## src/rtl/display_pkg.sv

```systemverilog
// Shared types and defaults for the multiplexed hex display scanner.
// Holds the scanner state encoding, default sizing and a width helper.
package display_pkg;

    typedef enum logic {
        IDLE = 1'b0,
        SCAN = 1'b1
    } scan_state_e;

    localparam int NIBBLE_W          = 4;
    localparam int DISP_NUM_DIGITS   = 4;
    localparam int DISP_CLK_DIV      = 50000;
    localparam int DISP_BLANK_CYCLES = 2;

    // Bits needed to count 0..n-1; never less than one bit.
    function automatic int cnt_width(input int n);
        return (n > 1) ? $clog2(n) : 1;
    endfunction

endpackage

```

## src/rtl/display_slot_timer.sv

```systemverilog
// Slot timer: counts clocks within a digit slot and steps the digit index.
// Ports: clk, rst_n, run_i (next cycle is scanning), adv_i (scanning now),
//        cnt_d_o/idx_d_o (next slot position), frame_done_o (registered).
module display_slot_timer
    import display_pkg::*;
#(
    parameter int CLK_DIV    = DISP_CLK_DIV,
    parameter int NUM_DIGITS = DISP_NUM_DIGITS,
    localparam int CNT_W     = cnt_width(CLK_DIV),
    localparam int IDX_W     = cnt_width(NUM_DIGITS)
) (
    input  logic             clk,
    input  logic             rst_n,
    input  logic             run_i,
    input  logic             adv_i,
    output logic [CNT_W-1:0] cnt_d_o,
    output logic [IDX_W-1:0] idx_d_o,
    output logic             frame_done_o
);

    localparam logic [CNT_W-1:0] CNT_LAST = CNT_W'(CLK_DIV - 1);
    localparam logic [IDX_W-1:0] IDX_LAST = IDX_W'(NUM_DIGITS - 1);

    logic [CNT_W-1:0] cnt_q, cnt_d;
    logic [IDX_W-1:0] idx_q, idx_d;
    logic             frame_q, frame_d;

    // Counters sit at zero whenever not scanning, so the first
    // scanning cycle is always slot 0 of digit 0.
    always_comb begin
        cnt_d = '0;
        idx_d = '0;
        if (adv_i) begin
            if (cnt_q == CNT_LAST) begin
                cnt_d = '0;
                idx_d = (idx_q == IDX_LAST) ? '0 : idx_q + 1'b1;
            end else begin
                cnt_d = cnt_q + 1'b1;
                idx_d = idx_q;
            end
        end
        frame_d = run_i && (cnt_d == CNT_LAST) && (idx_d == IDX_LAST);
    end

    always_ff @(posedge clk or negedge rst_n) begin
        if (!rst_n) begin
            cnt_q   <= '0;
            idx_q   <= '0;
            frame_q <= 1'b0;
        end else begin
            cnt_q   <= cnt_d;
            idx_q   <= idx_d;
            frame_q <= frame_d;
        end
    end

    assign cnt_d_o      = cnt_d;
    assign idx_d_o      = idx_d;
    assign frame_done_o = frame_q;

endmodule

```

## src/rtl/hex_display_scanner.sv

```systemverilog
// Time-multiplexes a hex value across common-anode digits with blanking,
// frame-aligned value updates and optional leading-zero suppression.
// Ports: clk, rst_n, enable, load, value_in -> hex_digit, digit_sel_n,
//        blank, frame_done (all registered).
module hex_display_scanner
    import display_pkg::*;
#(
    parameter int NUM_DIGITS   = DISP_NUM_DIGITS,
    parameter int CLK_DIV      = DISP_CLK_DIV,
    parameter int BLANK_CYCLES = DISP_BLANK_CYCLES,
    parameter int LZ_SUPPRESS  = 1,
    localparam int VAL_W       = NIBBLE_W * NUM_DIGITS
) (
    input  logic                  clk,
    input  logic                  rst_n,
    input  logic                  enable,
    input  logic                  load,
    input  logic [VAL_W-1:0]      value_in,
    output logic [NIBBLE_W-1:0]   hex_digit,
    output logic [NUM_DIGITS-1:0] digit_sel_n,
    output logic                  blank,
    output logic                  frame_done
);

    localparam int CNT_W = cnt_width(CLK_DIV);
    localparam int IDX_W = cnt_width(NUM_DIGITS);
    localparam logic [CNT_W-1:0] BLANK_END = CNT_W'(BLANK_CYCLES);

    scan_state_e state_q, state_d;

    logic [VAL_W-1:0] disp_q, disp_d;
    logic [VAL_W-1:0] pend_q, pend_d;
    logic             pv_q, pv_d;

    logic [CNT_W-1:0] cnt_d;
    logic [IDX_W-1:0] idx_d;
    logic             frame_q;

    logic [NIBBLE_W-1:0]   hex_q, hex_d;
    logic [NUM_DIGITS-1:0] sel_q, sel_d;
    logic                  blank_q, blank_d;

    logic [NUM_DIGITS-1:0] zero_up;
    logic [NIBBLE_W-1:0]   nib_sel;
    logic                  sup_sel;

    display_slot_timer #(
        .CLK_DIV    (CLK_DIV),
        .NUM_DIGITS (NUM_DIGITS)
    ) u_timer (
        .clk          (clk),
        .rst_n        (rst_n),
        .run_i        (state_d == SCAN),
        .adv_i        ((state_q == SCAN) && enable),
        .cnt_d_o      (cnt_d),
        .idx_d_o      (idx_d),
        .frame_done_o (frame_q)
    );

    // State register
    always_ff @(posedge clk or negedge rst_n) begin
        if (!rst_n) begin
            state_q <= IDLE;
        end else begin
            state_q <= state_d;
        end
    end

    // Next-state logic
    always_comb begin
        state_d = state_q;
        unique case (state_q)
            IDLE: if (enable)  state_d = SCAN;
            SCAN: if (!enable) state_d = IDLE;
            default: state_d = IDLE;
        endcase
    end

    // Display / pending update. The display register only changes at
    // a frame boundary (or while idle), so a frame never mixes values.
    always_comb begin
        disp_d = disp_q;
        pend_d = pend_q;
        pv_d   = pv_q;
        if (state_q == IDLE) begin
            if (load) begin
                disp_d = value_in;
            end
            if (enable) begin
                if (!load && pv_q) begin
                    disp_d = pend_q;
                end
                pv_d = 1'b0;
            end
        end else begin
            if (frame_q) begin
                if (load) begin
                    disp_d = value_in;
                end else if (pv_q) begin
                    disp_d = pend_q;
                end
                pv_d = 1'b0;
            end else if (load) begin
                pend_d = value_in;
                pv_d   = 1'b1;
            end
        end
    end

    always_ff @(posedge clk or negedge rst_n) begin
        if (!rst_n) begin
            disp_q <= '0;
            pend_q <= '0;
            pv_q   <= 1'b0;
        end else begin
            disp_q <= disp_d;
            pend_q <= pend_d;
            pv_q   <= pv_d;
        end
    end

    // zero_up[i] is set when nibbles i..top of the next display value
    // are all zero; that marks digit i as a leading zero.
    always_comb begin
        logic acc;
        acc     = 1'b1;
        zero_up = '0;
        nib_sel = '0;
        sup_sel = 1'b0;
        for (int i = NUM_DIGITS - 1; i >= 0; i--) begin
            acc = acc & (disp_d[i*NIBBLE_W +: NIBBLE_W] == '0);
            zero_up[i] = acc;
        end
        for (int i = 0; i < NUM_DIGITS; i++) begin
            if (idx_d == IDX_W'(i)) begin
                nib_sel = disp_d[i*NIBBLE_W +: NIBBLE_W];
                sup_sel = (LZ_SUPPRESS != 0) && (i != 0) && zero_up[i];
            end
        end
    end

    // Output logic, computed from next-cycle position so the registered
    // outputs line up with the slot counter.
    always_comb begin
        logic lit;
        hex_d   = '0;
        sel_d   = '1;
        blank_d = 1'b1;
        lit     = 1'b0;
        if (state_d == SCAN) begin
            hex_d = nib_sel;
            lit   = ((BLANK_CYCLES == 0) || (cnt_d >= BLANK_END)) && !sup_sel;
            if (lit) begin
                blank_d = 1'b0;
                for (int i = 0; i < NUM_DIGITS; i++) begin
                    if (idx_d == IDX_W'(i)) sel_d[i] = 1'b0;
                end
            end
        end
    end

    always_ff @(posedge clk or negedge rst_n) begin
        if (!rst_n) begin
            hex_q   <= '0;
            sel_q   <= '1;
            blank_q <= 1'b1;
        end else begin
            hex_q   <= hex_d;
            sel_q   <= sel_d;
            blank_q <= blank_d;
        end
    end

    assign hex_digit   = hex_q;
    assign digit_sel_n = sel_q;
    assign blank       = blank_q;
    assign frame_done  = frame_q;

endmodule
```

## config.mk

```make
export PLATFORM = sky130hd
export DESIGN_NAME = hex_display_scanner
export DESIGN_NICKNAME = d
export VERILOG_FILES = /design/src/rtl/display_pkg.sv /design/src/rtl/display_slot_timer.sv /design/src/rtl/hex_display_scanner.sv
export SDC_FILE = /design/constraint.sdc
export NUM_CORES = 1
export LEC_CHECK = 0
export BUFFER_PORTS_ARGS = -buffer_cell sky130_fd_sc_hd__buf_2
export CAP_MARGIN = 20
export CORE_ASPECT_RATIO = 0.8
export CORE_UTILIZATION = 55
export CTS_BUF_LIST = sky130_fd_sc_hd__clkbuf_4 sky130_fd_sc_hd__clkbuf_8 sky130_fd_sc_hd__clkbuf_16
export CTS_CLUSTER_SIZE = 30
export DETAILED_ROUTE_END_ITERATION = 10
export PLACE_DENSITY_LB_ADDON = 0.2
export SYNTH_ARGS = -nofsm -noshare
export SYNTH_HDL_FRONTEND = slang
export SYNTH_SLANG_ARGS = --single-unit
```

## constraint.sdc

```tcl
create_clock -name clk -period 4.1 [get_ports clk]
set_input_delay 1.23 -clock clk [delete_from_list [all_inputs] [get_ports clk]]
set_output_delay 1.23 -clock clk [all_outputs]
set_load 0.005 [all_outputs]
```

# Yosys cells after proc, flatten, opt, wreduce, memory -nomap -nowiden
# Index checks and enable logic that the tools add are counted.
[totals]
word_cells = 70
regBits = 62
in_bits = 20
[classes]
bitwise_logic = 3
addsub = 2
n_lt_le_gt_ge = 1
eq_ne = 7
mux = 33
n_reduce_logical = 14
[op_table]
columns = ["cell", "count"]
rows = [
  ["two-way mux 16 bit", 9],
  ["equality test 16 bit (second input constant)", 2],
  ["two-way mux 4 bit", 7],
  ["adder 16 x 1 -> 16 bit (second input constant)", 1],
  ["greater-or-equal comparator 16 x 2 -> 1 bit (second input constant)", 1],
  ["two-way mux 1 bit", 14],
  ["logical NOT 4 bit", 3],
  ["equality test 2 bit (second input constant)", 3],
  ["two-way mux 2 bit", 3],
  ["logical AND 1 bit", 5],
  ["!= test 3 x 2 -> 1 bit (second input constant)", 1],
  ["AND reduction 3 bit", 1],
  ["adder 2 x 1 -> 2 bit (second input constant)", 1],
  ["bitwise AND 1 bit", 2],
  ["equality test 2 x 1 -> 1 bit (second input constant)", 1],
  ["logical NOT 1 bit", 2],
  ["logical NOT 2 bit", 1],
  ["AND reduction 2 bit", 1],
  ["nonzero test 2 bit", 1],
  ["NOT 1 bit", 1],
]

# Longest topological paths before layout
# Gate-level depths: netlist of run 1.
[logic_depth]
depth_word = 15
ltp_mapped = 10

# Modules after synthesis
# A second synthesis of run 1 with hierarchy kept.
[unflattened]
cells_unflattened = 343
hier_area_um2 = 3485.8
[modules_own_cells]
columns = ["module", "instances", "area_per_inst_um2", "cells_per_inst"]
rows = [
  ["hex_display_scanner", 1, 2338.5, 221],
  ["display_slot_timer", 1, 1147.4, 122],
]

# Worst setup path before layout of run 1
# No wires, ideal clock.
[synth_path]
path_kind = "input to register"
start = "in load"
end = "reg sel_q[1] (netlist: digit_sel_n[1])"
cell_stages = 7
arrival_ps = 3107
path_buffers = 1
path_slack_ps = 929
setup_time_ps = 64
required_ps = 4036
cell_sequence = "buf_4 -> o21ai_1 -> a221oi_1 -> a211o_1 -> or4_4 -> or4b_1 -> nand3_1"
[synth_via]
elab_chain_cells = 15
word_cells_on_any_way = 20
cone_classes = "mux (11); bitwise (2); reduce/logical (7)"
[synth_rtl]
columns = ["item", "line", "text"]
rows = [
  ["start, declared", "hex_display_scanner.sv:17", "input logic load,"],
  ["logical NOT 1 bit", "hex_display_scanner.sv:90", "if (!load && pv_q) begin"],
  ["logical AND 1 bit", "hex_display_scanner.sv:90", ""],
  ["two-way mux 16 bit", "hex_display_scanner.sv:90", ""],
  ["two-way mux 16 bit", "hex_display_scanner.sv:89", "if (enable) begin"],
  ["two-way mux 16 bit *", "hex_display_scanner.sv:85", "if (state_q == IDLE) begin"],
  ["via disp_d[14]", "hex_display_scanner.sv:31", "logic [VAL_W-1:0] disp_q, disp_d;"],
  ["logical NOT 4 bit *", "hex_display_scanner.sv:131", "acc = acc & (disp_d[i*NIBBLE_W +: NIBBLE_W] == '0);"],
  ["bitwise AND 1 bit (2 in a row)", "hex_display_scanner.sv:131", ""],
  ["two-way mux 1 bit (2 in a row)", "hex_display_scanner.sv:135", "if (idx_d == IDX_W'(i)) begin"],
  ["two-way mux 1 bit *", "hex_display_scanner.sv:135", ""],
  ["logical NOT 1 bit *", "hex_display_scanner.sv:152", "lit = ((BLANK_CYCLES == 0) || (cnt_d >= BLANK_END)) && !sup_sel;"],
  ["logical AND 1 bit *", "hex_display_scanner.sv:152", ""],
  ["two-way mux 4 bit *", "hex_display_scanner.sv:153", "if (lit) begin"],
  ["two-way mux 4 bit *", "hex_display_scanner.sv:150", "if (state_d == SCAN) begin"],
  ["via sel_d[1]", "hex_display_scanner.sv:40", "logic [NUM_DIGITS-1:0] sel_q, sel_d;"],
  ["end signal, assigned", "hex_display_scanner.sv:169", "sel_q <= sel_d;"],
  ["end, declared", "hex_display_scanner.sv:40", ""],
]
# The timed path passes the listed nets; every way through them passes the cells marked *.
# A chain may end at the register's enable or synchronous reset.

# Worst setup path in the final report of run 1
# Ends and elaborated chain as after synthesis.

==> reports/metrics.yaml, run 1 <==
outcome:
  status: "complete, no violations"
sta:
  rsz0062_at_grt: "no"
  min_period_ns: 3.325
  hold_viol_final: 0
  worst_pin_slew_ns: 0.8634
  period_share_pct: 81.10
  finClkSkew_ns: 0.009589
  worst_slack_ns: 0.7749
  max_freq_ghz: 0.3007
  maxSlewViolCount: 0
  setup_tns_ns: 0
  slew-limit-headroom_pct: 42.23
  setup_viol: 0
layout:
  nets: 404
  fill_cells: 487
  antennaDiodeCount: 0
  drive_above_1_share_pct: 21.71
  area_growth_syn_to_layout_pct: 12.09
  stdcell_count: 468
route:
  drc: 0
  drt_iter0_drc: 329
  drt-total-wl_um: 8116
  routedWlPerCell_um: 17.34
  drt.antenna.violating_nets: 0
  firstDrtPassIters: 6
  via_per_inst: 6.218
  vias: 2910
synthesis:
  ys_types: 67
  synth_area_sq_mm: 0.003447
  yosysSeqAreaShare_pct: 45.19
  synth_edf_count: 0
  yosysWarnings: 0
  synth_flop_cell: "dfrtp_1"
  syn_nets: 385
  syn_area_per_cell_sq_um: 9.496
  ys_seq_elements: 62
  synthArstFlopShare_pct: 100.0
  syn_inst: 363
floorplan:
  dieWidth_um: 90.51
  rows: 25
  initial_core_util_pct: 57.70
  die-area_sq_mm: 0.006590
  core_sq_mm: 0.005974
  ios: 30
  die_y_um: 72.81
worst_setup_path:
  timing.rr.start: "u_timer.cnt_q[5]"
  ff2ff_path_depth: 7
  endpoint_kind: "flop"
  crit_fanout: 20
  rrSetupSlack_ns: 1.20
  crit_start: "load"
  critPathKind: "in2reg"
  reg2reg_to: "digit_sel_n[3]"
  start_kind: "primary input"
  arrival_ns: 3.61
  required_ns: 4.39
global_route:
  grt_pass1_vias: 2609
  antenna_found_initial: 0
  grt_pass1_wl_um: 13340
  grt_overflow_total: 0
  grt_max_degree: 46
  globalRouteTotalUtil_pct: 26.55
cts:
  ctsLongestPathBuffers: 2
  cts.repair.resized: 0
  htree_levels: 3
  path_clk_slew_ns: 0.07
  cts_setup_buffers: 0
  hold_buffers: 0
  clkSinkCount: 62
  cts_tree: "built"
  clkLatencyLatePin_ns: 0.35
  root_buffer: "clkbuf_8"
  tritoncts.num_buffers: 9
power_and_ir_drop:
  p_comb_share_pct: 11.3
  power.share.clock_pct: 43.5
  switching_share_pct: 24.41
  power_density_mw_per_mm2: 400.4
  p_seq_share_pct: 45.2
  p_leak_nw: 1.655
  power_switching_mw: 0.3776
  peakVddDrop_mv: 0.2237
  intPower_mw: 1.170
worst_hold_path:
  hold_path_depth: 2
  min_from: "disp_q[3]"
  hold_end: "disp_q[3]"
  worstHoldPathType: "reg2reg"
placement:
  io_buffers: 29
  preCtsSetupSlack_ns: 0.4357
  place_inst: 451
  gp_congestion: 0.8716
  dp_hpwl_um: 5687
flow_run:
  max_cap_viol_count: 0
layout make-up:
class	count	area (sq um)	share of cell area (%)
flip-flops and latches	62	1558	40.32
multi-input cells	264	1718	44.46
well taps	81	101.3	2.623
repair buffers	33	187.7	4.858
clock inverters	5	106.4	2.753
inverters	12	47.55	1.231
clock buffers	11	145.1	3.756
metal layers:
layer / vias to the layer above / track usage [%] / part of all wire, %
met1: 1403 / 40.91 / 50
met5: - / 0 / 0
li1: 1360 / - / -
met3: 11 / 7.396 / 7.9
met2: 136 / 35.69 / 40
met4: 0 / 8.423 / 1.5
registers in the layout, summed over array words and instances (netlist names), 2 cells and up:
signal / count
disp_q: 16
pend_q: 16
u_timer.cnt_q: 16
digit_sel_n: 4
hex_digit: 4
u_timer.idx_q: 2
critical path, cell delays in order:
cell and delay [ns]:
buf_2 0.32, and2b_4 0.26, and3_1 0.23, a211o_1 0.35, or4_4 0.55, or4b_1 0.55, nand3_1 0.12
worst max path at each step:
stage / end / slack, ns / depth (start not counted)
floorplan: digit_sel_n[1] / 0.93 / 7
global placement: digit_sel_n[1] / 0.52 / 7
detailed placement: digit_sel_n[1] / 0.44 / 7
CTS: digit_sel_n[1] / 0.80 / 7
global route: digit_sel_n[1] / 0.72 / 7
finish: digit_sel_n[1] / 0.77 / 7
cell usage in the layout, fill, tap and decap left out, types with 4 or more instances in the layout:
cell type and count:
mux2_2 17, inv_1 11, nand3_1 17, nand4_1 4, nor2_1 41, a21oi_1 13, nor3_1 6, and3_1 7
buf_2 29, a22oi_1 6, o21ai_0 15, dfstp_2 5, dfrtp_1 57, xor2_1 5, a31oi_1 5, clkbuf_8 10
o22ai_1 6, xnor2_1 13, nand2_1 34
cell families (layout without fill, tap and decap cells):
logic type	count (synthesis)	count (layout)	synth area share, %
simple gates	140	140	20.65
compound gates	84	84	17.21
flops	62	62	45.19
buf+inv	37	61	4.973
mux	20	20	6.678
xor+xnor	18	18	4.573
fa+ha+maj	2	2	0.7258
Yosys cell counts (2+ instances only):
cell / number / area (sq um)
nand2_1: 34 / 127.6
nor4_1: 3 / 18.77
a31oi_1: 5 / 31.28
a21o_1: 3 / 22.52
a21oi_1: 13 / 65.06
and3_1: 7 / 43.79
nand3_1: 17 / 85.08
buf_4: 5 / 37.54
nor2b_1: 3 / 18.77
a22oi_1: 6 / 45.04
o221ai_1: 2 / 17.52
a41oi_1: 3 / 26.28
buf_2: 8 / 40.04
o31ai_1: 2 / 15.01
and4_1: 3 / 26.28
dfstp_2: 5 / 131.4
a211oi_1: 3 / 22.52
a32oi_1: 3 / 26.28
o2bb2ai_1: 2 / 17.52
nand2b_1: 3 / 18.77
nor3_1: 6 / 30.03
nor2_1: 41 / 153.9
mux2_2: 17 / 191.4
a211o_1: 3 / 26.28
nand4_1: 4 / 25.02
clkbuf_1: 10 / 37.54
o221a_2: 3 / 33.78
inv_1: 11 / 41.29
o21ai_0: 15 / 75.07
xor2_1: 5 / 43.79
o21a_1: 3 / 22.52
nor4b_1: 3 / 26.28
dfrtp_1: 57 / 1426
xnor2_1: 13 / 113.9
ha_1: 2 / 25.02
or3_1: 2 / 12.51
and2_1: 3 / 18.77
o22ai_1: 6 / 37.54
through the flow:
stage               util (%)  total power [mW]  hold slack [ns]  cell area, sq um
floorplan                  -            0.8127           0.4584              3447
global placement       60.13            0.8754           0.4926              3592
CTS                    64.34             1.553           0.5132              3844
detailed placement     60.13            0.8795           0.4979              3592
finish                 64.67             1.547           0.5112              3864
global route           64.67             1.611           0.5283              3864
power groups by stage:
stage               Combinational (mW)  Clock [mW]  Sequential (mW)
finish                           0.175       0.674            0.699
floorplan                        0.117           0            0.696
global route                     0.192       0.714            0.705
global placement                 0.167           0            0.708
detailed placement               0.171           0            0.709
CTS                              0.171       0.684            0.698
No activity file was read; power rests on OpenSTA's default activity.
==> run 2, diff against run 1 <==
--- a/config.mk
+++ b/config.mk
@@ -8,7 +8,7 @@
 export BUFFER_PORTS_ARGS = -buffer_cell sky130_fd_sc_hd__buf_2
 export CAP_MARGIN = 20
 export CORE_ASPECT_RATIO = 0.8
-export CORE_UTILIZATION = 55
+export CORE_UTILIZATION = 54
 export CTS_BUF_LIST = sky130_fd_sc_hd__clkbuf_4 sky130_fd_sc_hd__clkbuf_8 sky130_fd_sc_hd__clkbuf_16
 export CTS_CLUSTER_SIZE = 30
 export DETAILED_ROUTE_END_ITERATION = 10
==> constraint.sdc (replaced) <==
create_clock -name clk -period 2.95 [get_ports clk]
set_input_delay 0.885 -clock clk [delete_from_list [all_inputs] [get_ports clk]]
set_output_delay 0.885 -clock clk [all_outputs]
set_load 0.005 [all_outputs]
==> run 2 against run 1 <==
Effect of this change:
- final cell count increased by 5.3%
- die area rose by 1.8%
- first-iteration DRC count is 29% lower
- sequential share of layout area decreased by 1.3 points
- non-clock buffer count rose by 25
- critical endpoint is now blank
==> reports/metrics.yaml, run 2 (synthesized netlist as in run 1, its figures left out) <==
outcome:
  status: "complete, no violations"
cts:
  root_buffer: "clkbuf_8"
  cts_tree: "built"
  clkLatencyLatePin_ns: 0.34  # about the same
  htree_levels: 3  # unchanged
  path_clk_slew_ns: 0.07  # about the same
  cts.repair.resized: 0  # unchanged
  tritoncts.num_buffers: 9  # unchanged
  ctsLongestPathBuffers: 2  # unchanged
  hold_buffers: 0  # unchanged
  cts_setup_buffers: 0  # unchanged
  clkSinkCount: 62  # unchanged
sta:
  maxSlewViolCount: 0  # unchanged
  slew-limit-headroom_pct: 48.66  # +6.4 points
  worst_pin_slew_ns: 0.7701  # -0.09327 ns
  max_freq_ghz: 0.3682
  worst_slack_ns: 0.2340  # -0.5410 ns
  rsz0062_at_grt: "no"
  finClkSkew_ns: 0.006958  # -0.002631 ns
  setup_viol: 0  # unchanged
  hold_viol_final: 0  # unchanged
  min_period_ns: 2.716
  period_share_pct: 92.07
power_and_ir_drop:
  power_density_mw_per_mm2: 502.4  # +25%
  peakVddDrop_mv: 0.2948  # +32%
  power_switching_mw: 0.5034  # +33%
  p_comb_share_pct: 13.5  # +2.2 points
  power.share.clock_pct: 38.2  # -5.3 points
  p_seq_share_pct: 48.3  # +3.1 points
  intPower_mw: 1.504  # +29%
  power_mw: 2.008  # +30%
  switching_share_pct: 25.07  # +0.67 points
  p_leak_nw: 1.757  # +6.1%
layout:
  nets: 429  # +6.2%
  final_area_sq_mm: 0.003996  # +3.4%
  final_util_pct: 66.20  # +1.5 points
  final_common_cell: "dfrtp_1"
  reg.largest.list: "disp_q x16, pend_q x16, u_timer.cnt_q x16"
  drive_above_1_share_pct: 26.46  # +4.8 points
  layout_common_cells: "dfrtp_1, nor2_1, nand2_1"
  area_growth_syn_to_layout_pct: 15.93
  antennaDiodeCount: 0  # unchanged
route:
  drt-total-wl_um: 8298  # +2.2%
  via_per_inst: 6.014  # -3.3%
  drc: 0  # unchanged
  routedWlPerCell_um: 16.83  # -2.9%
  drt.antenna.violating_nets: 0  # unchanged
  drt_iter0_drc: 234  # -29%
  firstDrtPassIters: 5  # -1
  vias: 2965  # +1.9%
worst_setup_path:
  path_buf_inv: 2  # +1
  worstPathCellList: "buf_2, buf_4, o21ai_1, a221oi_1, a211o_1, or4_4, or4b_1, nand2_1"
  endpoint_kind: "flop"
  crit_cells: 8  # +1
  crit_fanout: 9  # -55%
  cp_slowest_stage_delay_ns: 0.55  # about the same
  endpoint: "blank"
  ff2ff_path_depth: 8  # +1
  reg2reg_to: "digit_sel_n[3]"
  crit_slowest_cell: "or4_4"
  timing.rr.start: "u_timer.cnt_q[0]"
  rrSetupSlack_ns: 0.25  # -0.95 ns
  start_kind: "primary input"
  critPathKind: "in2reg"
  crit_start: "load"
  required_ns: 3.23  # -1.16 ns
  arrival_ns: 3.00  # -0.61 ns
  cp_top_family: "simple AND/OR/NAND/NOR gates"
global_route:
  antenna_found_initial: 0  # unchanged
  grt_max_degree: 63  # +37%
  globalRouteTotalUtil_pct: 27.19  # +0.64 points
  grt_pass1_wl_um: 13750  # +3.1%
  grt_pass1_vias: 2725  # +4.4%
  grt_overflow_total: 0  # unchanged
floorplan:
  core_sq_mm: 0.006037  # +1.0%
  dieWidth_um: 91.33  # +0.90%
  rows: 25  # unchanged
  ios: 30  # unchanged
  die-area_sq_mm: 0.006709  # +1.8%
  die_y_um: 73.46  # +0.89%
  initial_core_util_pct: 57.10  # -0.60 points
flow_run:
  max_cap_viol_count: 0  # unchanged
placement:
  placed_cell_area_sq_mm: 0.003787  # +5.4%
  gp_congestion: 0.8896  # +2.1%
  preCtsSetupSlack_ns: -0.08454  # -0.5203 ns
  io_buffers: 29  # unchanged
  dp_hpwl_um: 6074  # +6.8%
worst_hold_path:
  worstHoldPathType: "reg2reg"
-- run 2: cell type report --
class	count	area, sq um
Clock buffer	13	166.4
Clock inverter	3	42.54
Fill cell	486	2041
Inverter	12	47.55
Multi-Input combinational cell	264	1718
Sequential cell	62	1558
Tap cell	81	101.3
Timing Repair Buffer	58	362.8
-- run 2: metal layers --
metal  global-route usage (%)  share of wire, %  vias up
met5                        0                 0        -
met4                    8.466              0.66        0
met3                    7.143               8.3        7
met2                    37.04                40      133
met1                    41.90                51     1411
li1                         -                 -     1414
-- run 2: per-stage QoR --
| step | instances | hold slack [ns] | TNS [ns] |
|---|---|---|---|
| final | 493 | 0.5038 | 0 |
| after global routing | 493 | 0.5150 | 0 |
| after CTS | 493 | 0.5059 | 0 |
| after detailed placement | 477 | 0.4964 | -0.1615 |
| after global placement | 477 | 0.4924 | -0.1073 |
| after floorplan | 363 | 0.4584 | 0 |
-- run 2: power groups by stage --
stage	sequential, mW	clock (mW)	combinational (mW)
final	0.969	0.767	0.272
after global routing	0.975	0.817	0.300
after CTS	0.968	0.782	0.271
after detailed placement	0.981	0	0.268
after global placement	0.982	0	0.263
after floorplan	0.967	0	0.162
-- run 2: worst min path at each step --
stage | startpoint | endpoint | slack [ns] | cells after the start
6_report | u_timer.cnt_q[0] | u_timer.cnt_q[0] | 0.50 | 1
5_1_grt | pend_q[1] | pend_q[1] | 0.52 | 1
4_1_cts | u_timer.cnt_q[0] | u_timer.cnt_q[0] | 0.51 | 1
3_5_place_dp | pend_q[1] | pend_q[1] | 0.50 | 1
3_3_place_gp | pend_q[1] | pend_q[1] | 0.49 | 1
2_1_floorplan | u_timer.cnt_q[0] | u_timer.cnt_q[0] | 0.46 | 1
